[config.mk]
export PLATFORM = sky130hd
export DESIGN_NAME = hazard_scoreboard
export DESIGN_NICKNAME = d
export VERILOG_FILES = /design/src/rtl/neonfox_hazard_pkg.sv /design/src/rtl/hazard_flush_seq.sv /design/src/rtl/hazard_scoreboard.sv
export SDC_FILE = /design/constraint.sdc
export NUM_CORES = 1
export LEC_CHECK = 0
export BUFFER_PORTS_ARGS = -buffer_cell sky130_fd_sc_hd__buf_2
export CORE_ASPECT_RATIO = 0.8
export CORE_MARGIN = 1.5
export CORE_UTILIZATION = 40
export DETAILED_ROUTE_END_ITERATION = 8
export PLACE_DENSITY = 0.72
export SYNTH_ARGS = -nofsm -noshare
export SYNTH_HDL_FRONTEND = slang
export SYNTH_SLANG_ARGS = --single-unit
[constraint.sdc]
create_clock -name clk -period 2.2 [get_ports clk]
set_clock_uncertainty 0.15 [all_clocks]
set_input_delay 0.44 -clock clk [delete_from_list [all_inputs] [get_ports clk]]
set_output_delay 0.44 -clock clk [all_outputs]
set_load 0.005 [all_outputs]
[src/rtl/neonfox_hazard_pkg.sv]
// Shared types and index constants for the NeonFox interlock unit.
// Channel and stall-source positions name the bits of issue_wr/issue_rd and stall_req.
package neonfox_hazard_pkg;

    typedef enum logic [0:0] {
        IDLE   = 1'b0,
        EXTEND = 1'b1
    } flush_state_t;

    localparam int CH_IO    = 0;
    localparam int CH_DATA  = 1;
    localparam int CH_FLAGS = 2;
    localparam int CH_CA    = 3;

    localparam int ST_HALT  = 0;
    localparam int ST_RMISS = 1;
    localparam int ST_WMISS = 2;

    localparam int FLUSH_CNT_W = 4;
    localparam int STALL_CNT_W = 16;

    function automatic logic [STALL_CNT_W-1:0] sat_inc16(input logic [STALL_CNT_W-1:0] v);
        return (v == {STALL_CNT_W{1'b1}}) ? v : v + {{(STALL_CNT_W-1){1'b0}}, 1'b1};
    endfunction

endpackage

[src/rtl/hazard_flush_seq.sv]
// Decoder input flush sequencer: stretches an extended redirect to FLUSH_CYCLES cycles.
// Interrupts and plain extended redirects still flush combinationally in the same cycle.
module hazard_flush_seq
    import neonfox_hazard_pkg::*;
#(
    parameter int FLUSH_CYCLES = 2
) (
    input  logic clk,
    input  logic rst,
    input  logic redirect,
    input  logic interrupt,
    input  logic extend_flush,
    output logic decoder_input_flush
);

    localparam bit CAN_EXTEND = (FLUSH_CYCLES > 1);
    localparam logic [FLUSH_CNT_W-1:0] RELOAD =
        CAN_EXTEND ? FLUSH_CNT_W'(FLUSH_CYCLES - 2) : '0;

    flush_state_t           state_q, state_d;
    logic [FLUSH_CNT_W-1:0] cnt_q, cnt_d;
    logic                   ext_redirect;

    assign ext_redirect = redirect & extend_flush;

    always_ff @(posedge clk) begin
        if (rst) begin
            state_q <= IDLE;
            cnt_q   <= '0;
        end else begin
            state_q <= state_d;
            cnt_q   <= cnt_d;
        end
    end

    // cnt counts the extension cycles still owed after the current one.
    always_comb begin
        state_d = state_q;
        cnt_d   = cnt_q;
        case (state_q)
            IDLE: begin
                if (ext_redirect && CAN_EXTEND) begin
                    state_d = EXTEND;
                    cnt_d   = RELOAD;
                end
            end
            EXTEND: begin
                if (ext_redirect) begin
                    cnt_d = RELOAD;
                end else if (cnt_q == '0) begin
                    state_d = IDLE;
                end else begin
                    cnt_d = cnt_q - 1'b1;
                end
            end
            default: begin
                state_d = IDLE;
                cnt_d   = '0;
            end
        endcase
    end

    always_comb begin
        decoder_input_flush = rst | interrupt | ext_redirect | (state_q == EXTEND);
    end

endmodule

[src/rtl/hazard_scoreboard.sv]
// NeonFox pipeline interlock: per-channel write scoreboard, external stall merge,
// flush generation and a saturating stall-cycle profiling counter.
module hazard_scoreboard
    import neonfox_hazard_pkg::*;
#(
    parameter int NUM_CH       = 4,
    parameter int DEPTH        = 2,
    parameter int NUM_STALL    = 3,
    parameter int FLUSH_CYCLES = 2
) (
    input  logic                   clk,
    input  logic                   rst,
    input  logic                   issue_valid,
    input  logic [NUM_CH-1:0]      issue_wr,
    input  logic [NUM_CH-1:0]      issue_rd,
    input  logic [NUM_STALL-1:0]   stall_req,
    input  logic                   redirect,
    input  logic                   interrupt,
    input  logic                   extend_flush,
    input  logic                   stat_clr,
    output logic                   hazard,
    output logic                   decoder_output_flush,
    output logic                   decoder_input_flush,
    output logic [NUM_CH-1:0]      pending,
    output logic [STALL_CNT_W-1:0] stall_count
);

    // Index 0 is the youngest stage; writes fall off after index DEPTH-1.
    logic [NUM_CH-1:0]      pend_q [DEPTH];
    logic [NUM_CH-1:0]      pend_d [DEPTH];
    logic [NUM_CH-1:0]      pend_or;
    logic [STALL_CNT_W-1:0] stall_count_q, stall_count_d;
    logic                   ext, raw, hazard_int, bubble;

    always_comb begin
        pend_or = '0;
        for (int s = 0; s < DEPTH; s++) begin
            pend_or = pend_or | pend_q[s];
        end
    end

    // The issuing instruction's own write is not in pend yet, so it never self-blocks.
    assign ext        = |stall_req;
    assign raw        = issue_valid & (|(issue_rd & pend_or));
    assign hazard_int = ext | raw;
    assign bubble     = raw | redirect | interrupt;

    always_comb begin
        for (int s = 0; s < DEPTH; s++) begin
            pend_d[s] = pend_q[s];
        end
        if (!ext) begin
            if (bubble || !issue_valid) begin
                pend_d[0] = '0;
            end else begin
                pend_d[0] = issue_wr;
            end
            for (int s = 1; s < DEPTH; s++) begin
                pend_d[s] = pend_q[s-1];
            end
        end
    end

    always_ff @(posedge clk) begin
        if (rst) begin
            for (int s = 0; s < DEPTH; s++) begin
                pend_q[s] <= '0;
            end
        end else begin
            for (int s = 0; s < DEPTH; s++) begin
                pend_q[s] <= pend_d[s];
            end
        end
    end

    // A clear wins over an increment in the same cycle.
    always_comb begin
        stall_count_d = stall_count_q;
        if (stat_clr) begin
            stall_count_d = '0;
        end else if (hazard_int) begin
            stall_count_d = sat_inc16(stall_count_q);
        end
    end

    always_ff @(posedge clk) begin
        if (rst) begin
            stall_count_q <= '0;
        end else begin
            stall_count_q <= stall_count_d;
        end
    end

    hazard_flush_seq #(
        .FLUSH_CYCLES(FLUSH_CYCLES)
    ) u_flush_seq (
        .clk                 (clk),
        .rst                 (rst),
        .redirect            (redirect),
        .interrupt           (interrupt),
        .extend_flush        (extend_flush),
        .decoder_input_flush (decoder_input_flush)
    );

    // Outputs are forced quiet while reset is held.
    always_comb begin
        hazard               = ~rst & hazard_int;
        decoder_output_flush = ~rst & (redirect | interrupt);
        pending              = rst ? '0 : pend_or;
        stall_count          = stall_count_q;
    end

endmodule

==> impl_metrics.toml, run 1 <==
[sta]
worstMarginPinSlew_ns = 0.3693
fin_crit_ns = 2.015
rsz0062_at_grt = "no"
timing.fmax_mhz = 496.3
max_slew_margin_pct = 75.19
finalCritPeriodShare_pct = 91.58
setup_viol = 0
timing.final.max_slew_violations = 0
setup_slack_ns = 0.1852
setup_tns_ns = 0
finalHoldViolations = 0

[floorplanning]
die_x_um = 69.77
coreArea_um2 = 3423
rows = 19
chipHeight_um = 56.41
ios = 41
dieArea_um2 = 3935
initial_core_util_pct = 41.67

[pwr]
combPwrFrac_pct = 6.1
intPower_w = 0.0008398
swShare_pct = 21.86
ir_drop_v = 0.0003687
pwr-share-seq_pct = 49.5
pwr-share-clk_pct = 44.4
power_density_nw_per_um2 = 603.7
p_leak_nw = 0.7367
p_switching_w = 0.0002350

[place]
pre_cts_ws_ns = 0.1937
gp_congestion = 0.8383
detailed_place_hpwl_um = 2330
io_buffer_count = 40

[layout]
antenna_cells = 0
multi_input_area_um2 = 770.7
nFillCells = 347
drive_gt1_share_pct = 29.02
area_delta_synth_final_pct = 24.82
final-seq-area_um2 = 580.6
fin_nets = 243

[critical_path]
crit_fanout = 14
end_kind = "flop"
critical_path_class = "flop to flop"
crit_path_start_kind = "flop"
cp.required_ns = 2.26
worst_ep_arrival_time_ns = 2.08

[yosys]
ys_seq_elements = 29
synth_cell_types = 38
netlist.area_leader.share_pct = 40.70
syn_area_um2 = 1426
syn-num-nets = 196
syn_inst = 176
synth_top_cell_by_area = "dfxtp_1"
ys_top_cells_by_area = "dfxtp_1, nor2_1, a21oi_1"
synth.avg_cell_area_um2 = 8.104
ys_seq_area_share_pct = 40.70
yosys_warnings = 0

[cts]
cts_buffer_depth = 2
cts_sinks = 29
cts.clk_slew.worst_paths_ns = 0.06
clockRootBuffer = "clkbuf_8"
tritoncts = "yes"
cts_hold_buffers = 0
cts_max_level = 2
postCtsSetupRepairBufs = 0
cts.repair.resized = 0
numCtsBuffers = 5
worstSkewPairLatency_ns = 0.28

[route]
num_vias = 1412
drtIter0Drc = 60
ant_nets = 0
dr.pass1.iters = 4
drt-vias-per-instance = 5.308
drt_wl_total_um = 3166
routedWlPerCell_um = 11.90
drc = 0

[grt]
grt_pass1_wl_um = 5375
grt_pass1_vias = 1200
grt_usage_pct = 17.41
grt.overflow.total = 0
antenna_found_initial = 0
grt_start_max_net_pins = 18

[min_path]
hp-class = "primary input to flop"

[run]
maxCapViolCount = 0

[outcome]
status = "complete, no violations"
[power groups by stage]
stage / Sequential [W] / Combinational [W] / Clock, W
after floorplan: 0.000543 / 0.0000366 / 0
after global placement: 0.000544 / 0.0000646 / 0
after detailed placement: 0.000544 / 0.0000648 / 0
after CTS: 0.000532 / 0.0000651 / 0.000494
after global routing: 0.000532 / 0.0000718 / 0.000526
final: 0.000532 / 0.0000650 / 0.000478
[worst max-delay path, stage by stage, from the launching register on]
cell     delay, ns
dfxtp_1       0.35
ha_1          0.24
and3_1        0.21
nand4_1       0.11
o22ai_2       0.07
buf_4         0.18
or4_1         0.48
a21oi_1       0.15
[per-stage QoR]
stage / std cells / cell area, µm² / total power, W / hold WS, ns / util, %
after floorplan: 176 / 1426 / 0.0005799 / 0.2957 / -
after global placement: 258 / 1679 / 0.0006083 / 0.3153 / 49.05
after detailed placement: 258 / 1679 / 0.0006085 / 0.3234 / 49.05
after CTS: 266 / 1780 / 0.001091 / 0.2461 / 52.01
after global routing: 266 / 1780 / 0.001130 / 0.2525 / 52.01
final: 266 / 1780 / 0.001075 / 0.2465 / 52.01
[flip-flops by register name, summed over array words and instances (netlist names)]
register	flops
u_flush_seq.state_q	1
u_flush_seq.cnt_q	4
stall_count	16
pend_q	8
[per-layer routing]
layer	vias up	wire (µm)	share of wire (%)	global-route usage, %
li1	725	-	-	-
met1	657	1542	49	22.97
met2	26	1399	44	24.08
met3	4	175	5.5	6.822
met4	0	48	1.5	9.890
met5	-	0	0	0
[Yosys cell counts, drive strengths merged]
cell	instances
dfxtp	29
nor2	26
nand2	20
a21oi	18
o21ai	11
or3	10
inv	6
nand3	6
a22oi	4
clkbuf	4
nand4	4
o31ai	4
or4	4
buf	3
nor3	3
xnor2	3
and3	2
and4	2
ha	2
or2	2
a31o	1
a31oi	1
a41o	1
a41oi	1
and2	1
mux2i	1
nand2b	1
nand4b	1
nor4	1
o2111a	1
o211ai	1
o22ai	1
xor2	1
[placed cells by master, fill, tap and decap left out, types with 2 or more instances in the layout]
master and n:
and3_1 2, buf_2 40, a22oi_1 4, xnor2_1 3
or3_1 8, nand4_1 4, nand2_1 20, o21ai_0 4
or3_4 2, or4_1 4, dfxtp_1 29, clkbuf_8 7
buf_4 7, nor2_1 26, a21oi_1 18, ha_1 2
inv_1 6, and4_2 2, o21ai_1 7, or2_2 2
nor3_1 3, o31ai_1 4, nand3_1 5
[cell type report]
type                    count  area share (%)
inverters                   6           1.265
well taps                  42           2.952
repair buffers             47           14.20
multi-input cells         134           43.29
flip-flops and latches     29           32.61
clock buffers               7           5.411
clock inverters             1          0.2811
[path summary, 6_finish.rpt]
kind / from / endpoint / slack (ns) / depth (start not counted)
max: stall_count[0]$_SDFFE_PP0P_ / stall_count[9]$_SDFFE_PP0P_ / 0.19 / 7
min reg2reg: pend_q[0][4]$_SDFFE_PP0N_ / pend_q[0][4]$_SDFFE_PP0N_ / 0.33 / 2
min: issue_wr[1] / pend_q[0][1]$_SDFFE_PP0N_ / 0.25 / 3
max reg2reg: stall_count[0]$_SDFFE_PP0P_ / stall_count[9]$_SDFFE_PP0P_ / 0.19 / 7
[cell families after synthesis]
kind of cell	after synthesis	share of synthesized area, %
simple gates	83	29.65
xor+xnor	4	2.457
mux	1	0.7018
flops	29	40.70
fa+ha+maj	2	1.754
compound gates	44	19.47
buf+inv	13	5.262
No activity file was read; power rests on OpenSTA's default activity.
==> run 2, diff against run 1 <==
--- a/config.mk
+++ b/config.mk
@@ -5,12 +5,14 @@
 export SDC_FILE = /design/constraint.sdc
 export NUM_CORES = 1
 export LEC_CHECK = 0
+export ABC_AREA = 1
 export BUFFER_PORTS_ARGS = -buffer_cell sky130_fd_sc_hd__buf_2
 export CORE_ASPECT_RATIO = 0.8
 export CORE_MARGIN = 1.5
 export CORE_UTILIZATION = 40
+export CTS_BUF_LIST = sky130_fd_sc_hd__clkbuf_8
 export DETAILED_ROUTE_END_ITERATION = 8
-export PLACE_DENSITY = 0.72
+export PLACE_DENSITY = 0.71
 export SYNTH_ARGS = -nofsm -noshare
 export SYNTH_HDL_FRONTEND = slang
 export SYNTH_SLANG_ARGS = --single-unit
==> run 2 against run 1 <==
  * First-iteration DRC count grew 40%
  * Die area is 18% higher
  * Non-clock buffer count shrank 2
  * Combinational power up 65%
  * Via count is 22% higher
  * Sequential share of layout area shrank 4.6 points
  * Synthesized area up 19%
  * Highest routed layer unchanged
==> impl_metrics.toml, run 2 <==
[sta]
setup_viol = 0
fin_crit_ns = 1.894
rsz0062_at_grt = "no"
finalHoldViolations = 0
timing.fmax_mhz = 528.0
finalCritPeriodShare_pct = 86.09
setup_tns_ns = 0
timing.final.max_slew_violations = 0
worstMarginPinSlew_ns = 0.5102
max_slew_margin_pct = 65.91

[floorplanning]
chipHeight_um = 61.34
initial_core_util_pct = 43.31
rows = 20
coreArea_um2 = 3929
ios = 41
dieArea_um2 = 4657
die_x_um = 75.92

[yosys]
netlist.area_leader.share_pct = 34.12
ys_seq_elements = 29
synth_edf_count = 0
synth_top_cell_by_area = "dfxtp_1"
synthTopCellsByCount = "nand2_1, nor2_1, dfxtp_1"
ys.flop_type = "dfxtp_1"
syn-num-nets = 274
synth-async-reset-ratio_pct = 0
synth_cell_types = 26
synth.avg_cell_area_um2 = 6.699
synth.most_common_cell = "nand2_1"
yosys_warnings = 0
syn_inst = 254
ys_top_cells_by_area = "dfxtp_1, nand2_1, nor2_1"
ys_seq_area_share_pct = 34.12
syn_area_um2 = 1702

[cts]
worstSkewPairLatency_ns = 0.28
cts_sinks = 29
cts.repair.resized = 0
cts_buffer_depth = 2
clockRootBuffer = "clkbuf_8"
cts_max_level = 2
cts_hold_buffers = 0
tritoncts = "yes"
numCtsBuffers = 5
postCtsSetupRepairBufs = 0
cts.clk_slew.worst_paths_ns = 0.06

[route]
dr.pass1.iters = 4
routedWlPerCell_um = 11.21
drc = 0
num_vias = 1723
drt_wl_total_um = 3991
ant_nets = 0
drt-vias-per-instance = 4.840
drtIter0Drc = 84

[grt]
grt_usage_pct = 18.10
grt_pass1_vias = 1559
grt.overflow.total = 0
grt_pass1_wl_um = 6706
grt_start_max_net_pins = 18
antenna_found_initial = 0

[critical_path]
cp.required_ns = 2.26
crit_fanout = 10
critical_path_class = "flop to flop"
end_kind = "flop"
worst_ep_arrival_time_ns = 1.96
crit_path_start_kind = "flop"

[place]
gp_congestion = 0.8259
detailed_place_hpwl_um = 3060
io_buffer_count = 40

[pwr]
combPwrFrac_pct = 9.5
p_total_w = 0.001134
swShare_pct = 23.98
ir_drop_v = 0.0003747
pwr-share-seq_pct = 48.2
power_density_nw_per_um2 = 546.8
p_leak_nw = 0.9205
pwr-share-clk_pct = 42.3
p_switching_w = 0.0002718
intPower_w = 0.0008617

[layout]
largest_reg_flops = 16
final_cell_mix = "nand2_1, nor2_1, buf_2"
antenna_cells = 0
area_delta_synth_final_pct = 21.84
drive_gt1_share_pct = 24.58
fin_nets = 320
final_common_cell = "nand2_1"

[outcome]
status = "complete, no violations"

[run]
maxCapViolCount = 0

[min_path]
hp-class = "primary input to flop"
run 2: cell count changes after synthesis, sizes merged, moves of 4 or more:
cell,delta
a21oi,+4
a22oi,-4
inv,+19
nand2,+42
nand3,+22
nor2,+24
o31ai,-4
or3,-10
or4,-4
xor2,+4
run 2: layer usage:
metal | track usage, % | wire, µm
met2 | 28.70 | 1752
met1 | 23.70 | 2006
met3 | 5.630 | 206
met4 | 6.878 | 25
met5 | 0 | 0
run 2: metrics by stage:
step | hold slack, ns | cells | area (µm²) | utilization, % | setup slack, ns
6_report | 0.2809 | 356 | 2073 | 52.77 | 0.3061
5_1_grt | 0.2970 | 356 | 2073 | 52.77 | 0.1579
4_1_cts | 0.2794 | 356 | 2073 | 52.77 | 0.3043
3_5_place_dp | 0.3064 | 348 | 1972 | 50.19 | 0.3305
3_3_place_gp | 0.3011 | 348 | 1972 | 50.19 | 0.3540
2_1_floorplan | 0.2889 | 254 | 1702 | - | 0.5002
run 2: critical path: stages (launching register included):
cell     delay [ns]
dfxtp_1        0.42
ha_1           0.29
nand2_2        0.13
nor2_8         0.15
nand4_4        0.20
buf_4          0.23
nand3_1        0.08
nand2_1        0.06
nor2_1         0.11
run 2: cell families after synthesis:
| kind of cell | share of synthesized area (%) |
|---|---|
| adders and majority gates | 1.470 |
| DFF | 34.12 |
| AOI/OAI and AO/OA | 11.62 |
| xor gates and xnor gates | 3.603 |
| buffers and inverters | 7.647 |
| and+or+nand+nor | 41.54 |
run 2: path summary, 6_finish.rpt:
| kind | from | end | slack (ns) | cells after the start |
|---|---|---|---|---|
| worst max-delay path | stall_count[0]$_SDFFE_PP0P_ | stall_count[0]$_SDFFE_PP0P_ | 0.31 | 8 |
| worst min-delay path | issue_wr[3] | pend_q[0][3]$_SDFFE_PP0N_ | 0.28 | 3 |
| worst max register to register | stall_count[0]$_SDFFE_PP0P_ | stall_count[0]$_SDFFE_PP0P_ | 0.31 | 8 |
| worst min register to register | u_flush_seq.cnt_q[0]$_SDFFE_PP0P_ | u_flush_seq.cnt_q[0]$_SDFFE_PP0P_ | 0.32 | 2 |
run 2: power by group through the flow:
stage	Combinational [W]	Clock, W	Sequential [W]
CTS	0.000108	0.000491	0.000546
global route	0.000123	0.000519	0.000548
finish	0.000107	0.000480	0.000546
global placement	0.000106	0	0.000558
floorplan	0.0000692	0	0.000556
detailed placement	0.000107	0	0.000558
run 2: cell type report:
class | count | area (µm²)
fillers | 400 | 1856
clock buffers | 7 | 96.34
clock inverters | 1 | 5.005
repair buffers | 45 | 237.7
flip-flops and latches | 29 | 580.6
well taps | 55 | 68.82
inverters | 25 | 93.84
multi-input cells | 194 | 991.0
==> run 3, diff against run 2 <==
--- a/config.mk
+++ b/config.mk
@@ -9,10 +9,10 @@
 export BUFFER_PORTS_ARGS = -buffer_cell sky130_fd_sc_hd__buf_2
 export CORE_ASPECT_RATIO = 0.8
 export CORE_MARGIN = 1.5
-export CORE_UTILIZATION = 40
+export CORE_UTILIZATION = 50
 export CTS_BUF_LIST = sky130_fd_sc_hd__clkbuf_8
 export DETAILED_ROUTE_END_ITERATION = 8
-export PLACE_DENSITY = 0.71
+export PLACE_DENSITY = 0.83
 export SYNTH_ARGS = -nofsm -noshare
 export SYNTH_HDL_FRONTEND = slang
 export SYNTH_SLANG_ARGS = --single-unit
==> run 3 against run 2 <==
  * Critical path depth did not move
  * Sequential cell count unchanged
  * Sequential power about the same
  * Worst hold slack worse by 0.0057 ns
==> impl_metrics.toml, run 3 (synthesis results as in run 2) <==
[outcome]
status = "complete, no violations"

[layout]
fin_nets = 321
drive_gt1_share_pct = 24.83
final-seq-area_um2 = 580.6
nFillCells = 294
area_delta_synth_final_pct = 21.18
multi_input_area_um2 = 991.0
final_common_cell = "nand2_1"
antenna_cells = 0
final_cell_mix = "nand2_1, nor2_1, buf_2"
largest_reg_flops = 16

[cts]
numCtsBuffers = 5
cts_hold_buffers = 0
tritoncts = "yes"
postCtsSetupRepairBufs = 0
cts_buffer_depth = 2
worstSkewPairLatency_ns = 0.27
clockRootBuffer = "clkbuf_8"
cts.clk_slew.worst_paths_ns = 0.06
cts_sinks = 29
cts_max_level = 2
cts.repair.resized = 0

[route]
drtIter0Drc = 78
routedWlPerCell_um = 11.54
dr.pass1.iters = 5
drt-vias-per-instance = 5.211
drt_wl_total_um = 3947
ant_nets = 0
drc = 0
num_vias = 1782

[sta]
finalCritPeriodShare_pct = 90.77
timing.final.max_slew_violations = 0
fin_crit_ns = 1.997
setup_viol = 0
timing.fmax_mhz = 500.8
max_slew_margin_pct = 56.62
worstMarginPinSlew_ns = 0.6500
setup_tns_ns = 0
rsz0062_at_grt = "no"
finalHoldViolations = 0

[critical_path]
critical_path_class = "flop to flop"
r2r_start = "stall_count[0]$_SDFFE_PP0P_"
regToRegEndpoint = "stall_count[1]$_SDFFE_PP0P_"
slowest_delay_ns = 0.42
crit_path_start_kind = "flop"
worst_ep_arrival_time_ns = 2.02
r2r_cells = 8
end_kind = "flop"
slowest_stage = "dfxtp_1"
crit_top_cell = "nor2_1"
reg2reg_slack_ns = 0.20
crit_fanout = 15
path_cells = "ha_1 > nand2_2 > nor2_8 > nand4_4 > nand2_4 > inv_1 > nor2_1 > nor2_1"
cp.required_ns = 2.22

[grt]
antenna_found_initial = 0
grt_pass1_vias = 1538
grt_pass1_wl_um = 6796
grt.overflow.total = 0
grt_usage_pct = 24.61
grt_start_max_net_pins = 18

[floorplanning]
ios = 41
rows = 18
initial_core_util_pct = 53.59
chipHeight_um = 55.18
coreArea_um2 = 3176
die_x_um = 68.23
dieArea_um2 = 3765

[pwr]
ir_drop_v = 0.0003965
power_density_nw_per_um2 = 548.4
p_total_w = 0.001131
p_leak_nw = 0.9269

[run]
maxCapViolCount = 0

[min_path]
min_path_cells = 3
holdPathEnd = "pend_q[0][2]$_SDFFE_PP0N_"
hp-class = "primary input to flop"
min-delay-start = "issue_wr[2]"

[place]
gp_congestion = 0.9288
detailed_place_hpwl_um = 2943
io_buffer_count = 40
run 3: layout make-up:
cell class / instances / area share (%)
clock buffer: 7 / 4.672
clock inverter: 1 / 0.2427
inverter: 25 / 4.551
multi-input combinational: 194 / 48.06
sequential: 29 / 28.16
tap: 40 / 2.427
timing repair buffer: 46 / 11.89
run 3: how the worst max path moves through the flow:
| stage | slack (ns) | depth (start not counted) | from | endpoint |
|---|---|---|---|---|
| final | 0.20 | 8 | stall_count[0]$_SDFFE_PP0P_ | stall_count[1]$_SDFFE_PP0P_ |
| after global routing | 0.08 | 8 | stall_count[0]$_SDFFE_PP0P_ | stall_count[1]$_SDFFE_PP0P_ |
| after CTS | 0.20 | 8 | stall_count[0]$_SDFFE_PP0P_ | stall_count[1]$_SDFFE_PP0P_ |
| after detailed placement | 0.24 | 7 | stall_req[1] | stall_count[1]$_SDFFE_PP0P_ |
| after global placement | 0.32 | 7 | stall_req[1] | stall_count[1]$_SDFFE_PP0P_ |
| after floorplan | 0.50 | 3 | stall_req[1] | hazard |
run 3: critical path, delay by kind of cell (launching register included):
kind	cells	cell delay (ns)
fa+ha+maj	1	0.29
flops	1	0.42
buf+inv	1	0.10
simple gates	6	0.93
run 3: through the flow:
stage | instances | worst slack, ns | hold WS (ns) | util [%] | cell area (µm²)
after floorplan | 254 | 0.5002 | 0.2889 | - | 1702
after global placement | 334 | 0.3247 | 0.2987 | 61.74 | 1961
after detailed placement | 334 | 0.2434 | 0.3059 | 61.74 | 1961
after CTS | 342 | 0.1956 | 0.2738 | 64.93 | 2062
after global routing | 342 | 0.08106 | 0.2947 | 64.93 | 2062
final | 342 | 0.2031 | 0.2752 | 64.93 | 2062
run 3: per-layer routing:
layer / vias to the layer above / track usage (%) / part of all wire [%]
met4: 0 / 10.00 / 1.5
met3: 9 / 5.263 / 4.7
li1: 919 / - / -
met2: 46 / 37.22 / 42
met1: 808 / 34.20 / 51
met5: - / 0 / 0
run 3: power by group:
part / total [W] / switching [W] / internal, W
Combinational: 0.000107 / 0.0000662 / 0.0000408
Clock: 0.000477 / 0.000195 / 0.000282
Sequential: 0.000547 / 0.00000876 / 0.000538
Total: 0.00113 / 0.000270 / 0.000861
